$ cat config.mk
export PLATFORM = sky130hd
export DESIGN_NAME = phase_scheduler
export DESIGN_NICKNAME = d
export VERILOG_FILES = /design/src/rtl/holo_pkg.sv /design/src/rtl/sync_detect.sv /design/src/rtl/phase_scheduler.sv
export SDC_FILE = /design/constraint.sdc
export NUM_CORES = 1
export LEC_CHECK = 0
export BUFFER_PORTS_ARGS = -buffer_cell sky130_fd_sc_hd__buf_4
export CAP_MARGIN = 30
export CORE_MARGIN = 10
export CORE_UTILIZATION = 50
export CTS_BUF_LIST = sky130_fd_sc_hd__clkbuf_4
export CTS_CLUSTER_SIZE = 8
export DETAILED_ROUTE_END_ITERATION = 10
export PLACE_DENSITY = 0.73
export SETUP_SLACK_MARGIN = 0.2
export SKIP_LAST_GASP = 1
export SLEW_MARGIN = 10
export SYNTH_ARGS = -nofsm -noshare
export SYNTH_HDL_FRONTEND = slang
export SYNTH_SLANG_ARGS = --single-unit
$ cat constraint.sdc
create_clock -name clk -period 2.04 [get_ports clk]
set_clock_uncertainty 0.05 [all_clocks]
set_input_delay 0.102 -clock clk [delete_from_list [all_inputs] [get_ports clk]]
set_output_delay 0.102 -clock clk [all_outputs]
set_load 0.03 [all_outputs]
$ cat src/rtl/holo_pkg.sv
// rtl/holo_pkg.sv - shared carrier, channel and phase constants and types
package holo_pkg;

  localparam int CLK_FREQ     = 10_240_000;
  localparam int OUT_FREQ     = 40_000;
  localparam int NUM_CHANNELS = 2;
  localparam int PERIOD       = CLK_FREQ / OUT_FREQ;
  localparam int PHASE_W      = $clog2(PERIOD);

  typedef logic [PHASE_W-1:0] phase_t;
  typedef phase_t phase_bank_t [NUM_CHANNELS];

endpackage

$ cat src/rtl/sync_detect.sv
// rtl/sync_detect.sv - sync_in synchronizer, rising-edge detect and loss timeout
module sync_detect #(
  parameter int PERIOD = 256
) (
  input  logic clk,
  input  logic rst_n,
  input  logic sync_in,
  input  logic clear,
  output logic sync_edge,
  output logic sync_lost
);

  localparam int LIMIT = 2 * PERIOD;
  localparam int TW    = $clog2(LIMIT + 1);

  // [0] and [1] form the synchronizer, [2] holds the previous synchronized level
  logic [2:0]    sh_q, sh_d;
  logic [TW-1:0] timer_q, timer_d;
  logic          lost_q, lost_d;

  always_comb begin
    sh_d      = {sh_q[1:0], sync_in};
    sync_edge = sh_q[1] & ~sh_q[2];
    timer_d   = timer_q;
    lost_d    = lost_q;
    if (sync_edge) begin
      timer_d = '0;
      lost_d  = 1'b0;
    end else begin
      // timer saturates so loss is flagged once per silence, letting clear stick
      if (timer_q != TW'(LIMIT)) timer_d = timer_q + 1'b1;
      if (timer_q == TW'(LIMIT - 1)) lost_d = 1'b1;
      else if (clear)                lost_d = 1'b0;
    end
  end

  always_ff @(posedge clk or negedge rst_n) begin
    if (!rst_n) begin
      sh_q    <= '0;
      timer_q <= '0;
      lost_q  <= 1'b0;
    end else begin
      sh_q    <= sh_d;
      timer_q <= timer_d;
      lost_q  <= lost_d;
    end
  end

  assign sync_lost = lost_q;

endmodule

$ cat src/rtl/phase_scheduler.sv
// rtl/phase_scheduler.sv - shadow/active phase banks, period counter and drive; SYNC_MASTER_EN selects master build
module phase_scheduler
  import holo_pkg::*;
#(
  parameter int CLK_FREQ     = holo_pkg::CLK_FREQ,
  parameter int OUT_FREQ     = holo_pkg::OUT_FREQ,
  parameter int NUM_CHANNELS = holo_pkg::NUM_CHANNELS,
  parameter int PERIOD       = CLK_FREQ / OUT_FREQ,
  parameter int PHASE_W      = $clog2(PERIOD),
  parameter int SYNC_W       = 4,
  parameter int SYNC_COMP    = 3
) (
  input  logic                    clk,
  input  logic                    rst_n,
  input  logic [PHASE_W-1:0]      phases_in [NUM_CHANNELS],
  input  logic                    phases_valid,
  input  logic                    out_en,
  input  logic                    clear_status,
  input  logic                    sync_in,
  output logic                    sync_out,
  output logic [NUM_CHANNELS-1:0] trans,
  output logic [PHASE_W-1:0]      phases_active [NUM_CHANNELS],
  output logic [PHASE_W-1:0]      period_cnt,
  output logic                    commit,
  output logic                    pending,
  output logic                    overrun,
  output logic                    sync_lost
);

  if (PERIOD < 2 || (PERIOD & (PERIOD - 1)) != 0) begin : g_period_check
    $error("phase_scheduler: PERIOD must be a power of two");
  end

  logic [PHASE_W-1:0]      cnt_q, cnt_d;
  logic [PHASE_W-1:0]      shadow_q [NUM_CHANNELS];
  logic [PHASE_W-1:0]      shadow_d [NUM_CHANNELS];
  logic [PHASE_W-1:0]      active_q [NUM_CHANNELS];
  logic [PHASE_W-1:0]      active_d [NUM_CHANNELS];
  logic [PHASE_W-1:0]      diff     [NUM_CHANNELS];
  logic [NUM_CHANNELS-1:0] trans_q, trans_d;
  logic                    pending_q, pending_d;
  logic                    overrun_q, overrun_d;
  logic                    commit_q, commit_d;
  logic                    sync_edge;
  logic                    boundary;

`ifdef SYNC_MASTER_EN
  logic [32:0] unused_cfg;
  assign unused_cfg = {sync_in, 32'(SYNC_COMP)};
  assign sync_edge  = 1'b0;
  assign sync_lost  = 1'b0;
  assign sync_out   = (cnt_q < PHASE_W'(SYNC_W));
`else
  logic [31:0] unused_cfg;
  assign unused_cfg = 32'(SYNC_W);
  assign sync_out   = 1'b0;

  sync_detect #(
    .PERIOD(PERIOD)
  ) u_sync_detect (
    .clk      (clk),
    .rst_n    (rst_n),
    .sync_in  (sync_in),
    .clear    (clear_status),
    .sync_edge(sync_edge),
    .sync_lost(sync_lost)
  );
`endif

  always_comb begin
    boundary  = sync_edge | (cnt_q == PHASE_W'(PERIOD - 1));
    cnt_d     = sync_edge ? PHASE_W'(SYNC_COMP) : cnt_q + 1'b1;
    shadow_d  = shadow_q;
    active_d  = active_q;
    pending_d = pending_q;
    overrun_d = overrun_q;
    commit_d  = 1'b0;

    // commit reads the pre-edge shadow, so a same-cycle strobe waits a full period
    if (boundary && pending_q) begin
      active_d  = shadow_q;
      commit_d  = 1'b1;
      pending_d = 1'b0;
    end
    if (phases_valid) begin
      shadow_d  = phases_in;
      pending_d = 1'b1;
    end
    if (phases_valid && pending_q) overrun_d = 1'b0 | 1'b1;
    else if (clear_status)         overrun_d = 1'b0;

    // with PERIOD a power of two, d < PERIOD/2 is simply a clear MSB
    for (int i = 0; i < NUM_CHANNELS; i++) begin
      diff[i]    = cnt_q - active_q[i];
      trans_d[i] = out_en & ~diff[i][PHASE_W-1];
    end
  end

  always_ff @(posedge clk or negedge rst_n) begin
    if (!rst_n) begin
      cnt_q     <= '0;
      shadow_q  <= '{default: '0};
      active_q  <= '{default: '0};
      trans_q   <= '0;
      pending_q <= 1'b0;
      overrun_q <= 1'b0;
      commit_q  <= 1'b0;
    end else begin
      cnt_q     <= cnt_d;
      shadow_q  <= shadow_d;
      active_q  <= active_d;
      trans_q   <= trans_d;
      pending_q <= pending_d;
      overrun_q <= overrun_d;
      commit_q  <= commit_d;
    end
  end

  assign trans         = trans_q;
  assign phases_active = active_q;
  assign period_cnt    = cnt_q;
  assign commit        = commit_q;
  assign pending       = pending_q;
  assign overrun       = overrun_q;

endmodule
After elaboration in Yosys (flattened, before gate mapping)

Cells that the tools add are included.

Flip-flop bits (word level): 59
Input port bits: 22
Output and inout bits: 31
Logic and storage cells: 42

$add $sub $neg: 4
Equality and inequality tests: 3
Mux-type cells: 10
Bitwise gates (word level): 7
Reduce and logical (&&, ||, !) cells: 6

Operator list:

| cell                  | number |
|---|---|
| $mux 10               | 2 |
| $sub 8x8->8           | 2 |
| $add 10x1->10 const B | 1 |
| $eq 10x9->1 const B   | 1 |
| $ne 10x10->1 const B  | 1 |
| $add 8x1->8 const B   | 1 |
| $eq 8x8->1 const B    | 1 |
| $mux 8                | 1 |
| $mux 1                | 7 |
| $reduce_bool 2->1     | 3 |
| $and 1x1->1           | 3 |
| $not 1->1             | 3 |
| $reduce_bool 3->1     | 1 |
| $logic_and 1x1->1     | 2 |
| $or 1x1->1            | 1 |

Longest topological paths before layout

Gate-level depths: netlist of the first run.

Word-level depth: 6
Depth in mapped cells: 7
Mapped depth without buffers: 6

Cells and area by module

From an unflattened synthesis of the first run, not the netlist that was laid out.

Cells, all modules: 233
Area, all modules: 2793.9 um^2

Modules (own cells, without submodules):

| module          | times used | cells an instance | area an instance (um^2) |
|---|---|---|---|
| phase_scheduler | 1          | 168               | 2127.0 |
| sync_detect     | 1          | 65                | 666.9 |

Worst setup path after synthesis of the first run

No wires, ideal clock.

Kind: reg-to-reg
Start: register cnt_q[0], in the netlist period_cnt[0]
End: register active_q (netlist bit phases_active[10])
Arrival: 1.737 ns
Required time: 1.865 ns
Slack: 0.128 ns
Stages on the path, launching flop included: 8
Path buffers: 2
Clock period less this slack: 1.912 ns
Path through: dfrtp_1 -> ha_1 -> nand2_1 -> nor2_2 -> a22o_1 -> buf_6 -> buf_12 -> mux2_4

Longest elaborated chain between the ends: 3

Ends and longest elaborated chain:

| what                   | RTL line               | RTL |
|---|---|---|
| start, declared        | phase_scheduler.sv:34  | `logic [PHASE_W-1:0] cnt_q, cnt_d;` |
| start signal, assigned | phase_scheduler.sv:109 | `cnt_q <= cnt_d;` |
| $eq 8x8->1             | phase_scheduler.sv:71  | `boundary = sync_edge \| (cnt_q == PHASE_W'(PERIOD - 1));` |
| $or 1x1->1             | phase_scheduler.sv:71  |  |
| $logic_and 1x1->1      | phase_scheduler.sv:80  | `if (boundary && pending_q) begin` |
| end signal, assigned   | phase_scheduler.sv:111 | `active_q <= active_d;` |
| end, declared          | phase_scheduler.sv:37  | `logic [PHASE_W-1:0] active_q [NUM_CHANNELS];` |

No other way between the ends.
A chain may end at the register's enable or synchronous reset.

Worst setup path after layout of the first run

Start: register cnt_q[4], in the netlist period_cnt[4]
End: register active_q (netlist bit phases_active[5])

The elaborated chain is that of the path after synthesis.

==> results of run 1 <==
==> cell families after synthesis <==
kind of cell,synth area share (%)
simple gates,11.6
flops,53.2
mux,15.3
buf+inv,4.29
compound gates,3.88
fa+ha+maj,6.77
xor+xnor,4.74
other cells,0.135
==> registers in the layout, summed over array words and instances (netlist names) <==
| signal | count |
|---|---|
| u_sync_detect.sync_lost | 1 |
| commit | 1 |
| trans | 2 |
| u_sync_detect.sh_q | 3 |
| pending | 1 |
| phases_active | 16 |
| overrun | 1 |
| u_sync_detect.timer_q | 10 |
| period_cnt | 8 |
| shadow_q | 16 |
==> power breakdown <==
group          leakage (nW)  internal (mW)  total [mW]  switching (mW)
clock                0.0639          0.261       0.670           0.408
combinational         0.946          0.518        1.13           0.607
sequential            0.722           1.36        1.58           0.217
total                  1.73           2.14        3.37            1.23
==> layer usage <==
layer	routed length (um)	part of all wire [%]	vias to the layer above	track usage [%]
li1	-	-	935	-
met1	2490	44	887	16.2
met2	2710	47	43	22.7
met3	364	6.4	13	5.63
met4	159	2.8	0	8.10
met5	0	0	-	0
==> per-stage QoR <==
| stage | instance area (sq um) | std cells |
|---|---|---|
| after global routing | 3510 | 383 |
| after CTS | 3510 | 383 |
| after floorplan | 2780 | 229 |
| final | 3510 | 383 |
| after detailed placement | 3210 | 348 |
| after global placement | 3210 | 348 |
==> synthesized netlist by cell type (all sizes together) (2+ instances only) <==
master and n:
nand2 15, mux2 32, o21ai 6, mux2i 3
nor2b 3, nand4 3, nor2 19, ha 15
inv 15, xor2 11, and4 2, nand3 7
and3 2, buf 5, dfrtp 59, a21oi 11
nand2b 5, clkbuf 2, xnor2 4
==> path summary, 6_finish.rpt <==
path,cells after the start,end,slack (ps),start
max,5,phases_active[5]$_DFFE_PN0P_,310,period_cnt[4]$_DFF_PN0_
min,2,pending$_DFFE_PN0P_,30,phases_valid
max reg2reg,5,phases_active[5]$_DFFE_PN0P_,310,period_cnt[4]$_DFF_PN0_
min reg2reg,0,u_sync_detect.sh_q[1]$_DFF_PN0_,320,u_sync_detect.sh_q[0]$_DFF_PN0_
max in group asynchronous,2,period_cnt[0]$_DFF_PN0_,1170,rst_n
min in group asynchronous,2,u_sync_detect.timer_q[3]$_DFFE_PN0P_,230,rst_n
==> what timing repair did <==
item | in CTS | in global routing
buffers inserted | 0 | 0
hold endpoints to repair | 80 | 0
resized for setup | 0 | 1
endpoints found under the setup margin | 0 | 7
hold buffers | 20 | 0
==> critical path: stages, from the launching register on <==
cell and delay [ps]:
dfrtp_1 520, nand3_2 150, nor2_2 190, a22o_1 190, buf_6 170, mux2_2 340
==> area by class of cell <==
class	count	area [sq um]	share of cell area, %
clock inverters	4	18.8	0.534
clock buffers	11	82.6	2.35
well taps	72	90.1	2.56
multi-input cells	148	1180	33.5
repair buffers	74	609	17.3
flip-flops and latches	59	1480	42.1
inverters	15	56.3	1.60
==> results.md, run 1 <==
* I/O pin cnt at 53
* Max VDD drop at 568 uV
* Status: completed
* WP data required at 2280 ps
* Core Box Area at 5440 sq um
* Post-Synthesis Cells at 229
* Drt initial violations at 47
* Critical Path End Type: flip-flop
* Area of the mapped netlist at 2770 sq um
* GP Congestion at 0.825
* Tmin final at 1730 ps
* Clock Pin Slew Worst Setup and Hold Paths at 90 ps
* DIE HEIGHT at 94.5 um
* Area contributors post-synth: dfrtp_1 53%, mux2_2 9.3%, ha_1 6.8%, mux2_4 4.9%, xor2_1 3.5%
* Final ANT Viol Nets at 0
* Tot GR Track Use at 14.3%
* Area share of the largest cell type after synthesis at 53.2%
* First-pass GRT wire length at 9.74 mm
* Area grow syn2layout at 26.7%
* TNS Setup at 0 ps
* CTS tree: done
* Via/cell ratio at 4.90
* Clock Tree Root: clkbuf_4
* Max Clk Rate at 578 MHz
* Port Buffers at 51
* Antenna violations before repair at 0
* Hold Crit Class: input port to flip-flop
* Most frequent cells in the layout: 57 x dfrtp_1, 53 x buf_4, 23 x mux2_2
* Max-cap violations at 0
* Initial core utilization at 51.0%
* Largest net degree at the start of global routing at 60
* Avg Inst Size Synth at 12.1 sq um
* Startpoint types: flip-flop
* Synthesized Nets at 266
* Leak at 1.73 nW
* Post-layout util at 64.6%
* Leading area contributor after synthesis: dfrtp_1
* Setup Viol. Count Final at 0
* GRT overflow at 0
* Fill cells at 436
* DRT Pass-1 Iters at 4
* Pwr Total at 3.37 mW
* WHS at 33.2 ps
* Crit path DAT at 1970 ps
* Total CTS buffers at 9
* Final worst setup slack at 309 ps
* Commonest non-fill, non-tap cell in the layout: dfrtp_1
* RSZ-0062 raised after global routing: no
* Cell variety after synth at 37
* Final period util at 84.9%
* Largest fanout on the critical path at 10
* Yosys Warn Count at 0
* Worst Path Class, Setup: flip-flop to flip-flop
* Seq/Total Area, Yosys at 53.2%
* Clock sinks at 59
* Worst-margin pin slew at 728 ps
* Share of layout cells above drive strength 1 at 34.1%
* Clk buf depth at 2
* Worst-Skew Late Latency at 410 ps
* Asr flop ratio synth at 100%
* Die W at 94.5 um
* Via count at 1,878
* Normalized max-slew margin at 51.5%
* Final Max Slew Viols at 0
* Die area at 8920 sq um
* Post-place setup slack at 317 ps
* # diodes at 0
* Pwr per Cell Area at 959 nW/um^2
* Number of synthesized flops with an enable pin at 0
* Final net count at 344
* H-tree depth at 3
* Vias in the first global route at 2,043
* Drt total wl at 5.73 mm
* Final Hold Violating Endpoints at 0
* Synthesis-stage register bit count at 59
* DRC viols at 0
* WL/cell at 14.9 um
* Primary FF master, synth: dfrtp_1
* Placed wire-length estimate at 4.15 mm
* Rows at 27
Note: power is estimated with default switching activity, not from simulation.
==> run 2, diff against run 1 <==
==> constraint.sdc (replaced) <==
create_clock -name clk -period 1.8 [get_ports clk]
set_clock_uncertainty 0.05 [all_clocks]
set_input_delay 0.09 -clock clk [delete_from_list [all_inputs] [get_ports clk]]
set_output_delay 0.09 -clock clk [all_outputs]
set_load 0.03 [all_outputs]
==> run 2 against run 1 <==
Effect of this change:
- global-route usage grew 0.27 points
- sequential share of layout area shrank 3.3 points
- clock power grew 78%
- routed wire length grew 8.1%
- critical endpoint is now trans[1]$_DFF_PN0_
- largest cell class unchanged
==> results.md, run 2 (same netlist as run 1, synthesis figures left out) <==
* Status: completed
* Critical Path End Type: flip-flop
* Antenna violations before repair at 0 (unchanged)
* RSZ-0062 raised after global routing: yes
* Via count at 1,970 (+4.9%)
* GP Congestion at 0.808 (-2.0%)
* Largest fanout on the critical path at 5 (-5)
* Post-place setup slack at 176 ps (-141 ps)
* Normalized max-slew margin at 51.2% (-0.28 points)
* Max VDD drop at 826 uV (+45%)
* Leak at 1.85 nW (+7.1%)
* Crit. Startpoint: period_cnt[3]$_DFF_PN0_
* Die area at 8920 sq um (unchanged)
* Cell Count Post-Placement at 353 (+1.4%)
* Final Max Slew Viols at 0 (unchanged)
* Final ANT Viol Nets at 0 (unchanged)
* Worst r2r path cells at 6 (+1)
* Worst-margin pin slew at 732 ps (+4.25 ps)
* Pwr per Cell Area at 1180 nW/um^2 (+23%)
* DIE HEIGHT at 94.5 um (unchanged)
* Drt total wl at 6.19 mm (+8.1%)
* Delay-heaviest family, CP: compound AO/OA/AOI/OAI gates
* First-pass GRT wire length at 10.3 mm (+5.4%)
* CTS tree: done
* Final Hold Violating Endpoints at 0 (unchanged)
* Share of layout cells above drive strength 1 at 41.2% (+7.1 points)
* Max-cap violations at 0 (unchanged)
* Die W at 94.5 um (unchanged)
* CP max stage cell: dfrtp_2
* Startpoint types: flip-flop
* Clock Pin Slew Worst Setup and Hold Paths at 100 ps (about the same)
* Tot GR Track Use at 14.6% (+0.27 points)
* DRC viols at 0 (unchanged)
* Port Buffers at 51 (unchanged)
* Final net count at 357 (+3.8%)
* Clk buf depth at 2 (unchanged)
* Final period util at 90.7% (+5.8 points)
* Commonest non-fill, non-tap cell in the layout: buf_4
* Hold Crit Class: input port to flip-flop
* DRT Pass-1 Iters at 4 (unchanged)
* WP data required at 2040 ps (-240 ps)
* Max Clk Rate at 613 MHz (+6.0%)
* Tmin final at 1630 ps (-98.6 ps)
* Setup Viol. Count Final at 0 (unchanged)
* Reg2Reg Launch Point: period_cnt[3]$_DFF_PN0_
* Rows at 27 (unchanged)
* WHS at 39.5 ps (+6.36 ps)
* Crit path DAT at 1880 ps (-90 ps)
* Slowest Stage Delay on Critical Path at 430 ps (-90 ps)
* Clock Tree Root: clkbuf_4
* Hold Path Depth at 2 (unchanged)
* Hold path endpoint: pending$_DFFE_PN0P_
* Origin of the worst min-delay path: phases_valid
* Most frequent cells in the layout: 63 x buf_4, 53 x dfrtp_1, 23 x mux2_2
* Core Box Area at 5440 sq um (unchanged)
* Clock sinks at 59 (unchanged)
* GRT overflow at 0 (unchanged)
* Post-route insts no fill at 397 (+3.7%)
* R2r endpoint: trans[1]$_DFF_PN0_
* Final worst setup slack at 167 ps (-141 ps)
* TNS Setup at 0 ps (unchanged)
* CP bufs+invs at 1 (unchanged)
* Via/cell ratio at 4.96 (+1.2%)
* Area grow syn2layout at 37.8%
* CP Cell Sequence: buf_4, ha_1, a21oi_1, o21ai_0, a21oi_2, mux2i_1
* I/O pin cnt at 53 (unchanged)
* Largest net degree at the start of global routing at 60 (unchanged)
* Drt initial violations at 57 (+21%)
* Total CTS buffers at 9 (unchanged)
* # diodes at 0 (unchanged)
* Vias in the first global route at 2,107 (+3.1%)
* Worst-Skew Late Latency at 390 ps (-20 ps)
* FF-to-FF setup slack at 170 ps (-140 ps)
* Initial core utilization at 51.0% (unchanged)
* Placed wire-length estimate at 4.08 mm (-1.7%)
* H-tree depth at 3 (unchanged)
* Post-layout util at 70.3% (+5.7 points)
* Worst Path Class, Setup: flip-flop to flip-flop
* WL/cell at 15.6 um (+4.3%)
run 2: repair_timing:
item,CTS,global route
hold buffers,20,0
resized for setup,0,14
pin swaps,0,5
endpoints found under the setup margin,13,18
endpoints found under the hold margin,80,0
cloned,0,1
buffers inserted,2,5
run 2: where the power goes:
part	total, mW	internal (mW)	switching [mW]
combinational	1.59	0.768	0.824
clock	1.19	0.711	0.475
sequential	1.75	1.55	0.202
total	4.53	3.02	1.50
run 2: per-stage QoR:
stage               power, mW  instance area (sq um)
floorplan                2.62                   2800
global placement         3.12                   3280
detailed placement       3.16                   3280
CTS                      4.45                   3690
global route             4.82                   3820
finish                   4.53                   3820
run 2: area by class of cell:
type | instances | area [sq um]
inverter | 15 | 56.3
clock buffer | 10 | 75.1
timing repair buffer | 87 | 749
clock inverter | 6 | 104
fill | 374 | 1620
tap | 72 | 90.1
sequential | 59 | 1480
multi-input combinational | 148 | 1260
run 2: metal layers:
| metal | wire length, um | GRT usage, % | vias to the layer above |
|---|---|---|---|
| met4 | 97 | 5.99 | 0 |
| li1 | - | - | 960 |
| met5 | 0 | 0 | - |
| met2 | 3100 | 23.6 | 53 |
| met1 | 2520 | 16.9 | 945 |
| met3 | 476 | 5.71 | 12 |
run 2: worst max path at each step:
| stage | endpoint | slack (ps) | depth (start not counted) |
|---|---|---|---|
| finish | trans[1]$_DFF_PN0_ | 170 | 6 |
| global route | trans[1]$_DFF_PN0_ | 80 | 6 |
| CTS | trans[1]$_DFF_PN0_ | 180 | 6 |
| detailed placement | trans[1]$_DFF_PN0_ | 180 | 5 |
| global placement | trans[1]$_DFF_PN0_ | 220 | 5 |
| floorplan | phases_active[10]$_DFFE_PN0P_ | 60 | 7 |
run 2: worst register-to-register path: cells and delay by family, from the launching register on:
kind / cells / cell delay (ps)
buf+inv: 1 / 160
compound gates: 3 / 480
flops: 1 / 430
fa+ha+maj: 1 / 190
mux: 1 / 240
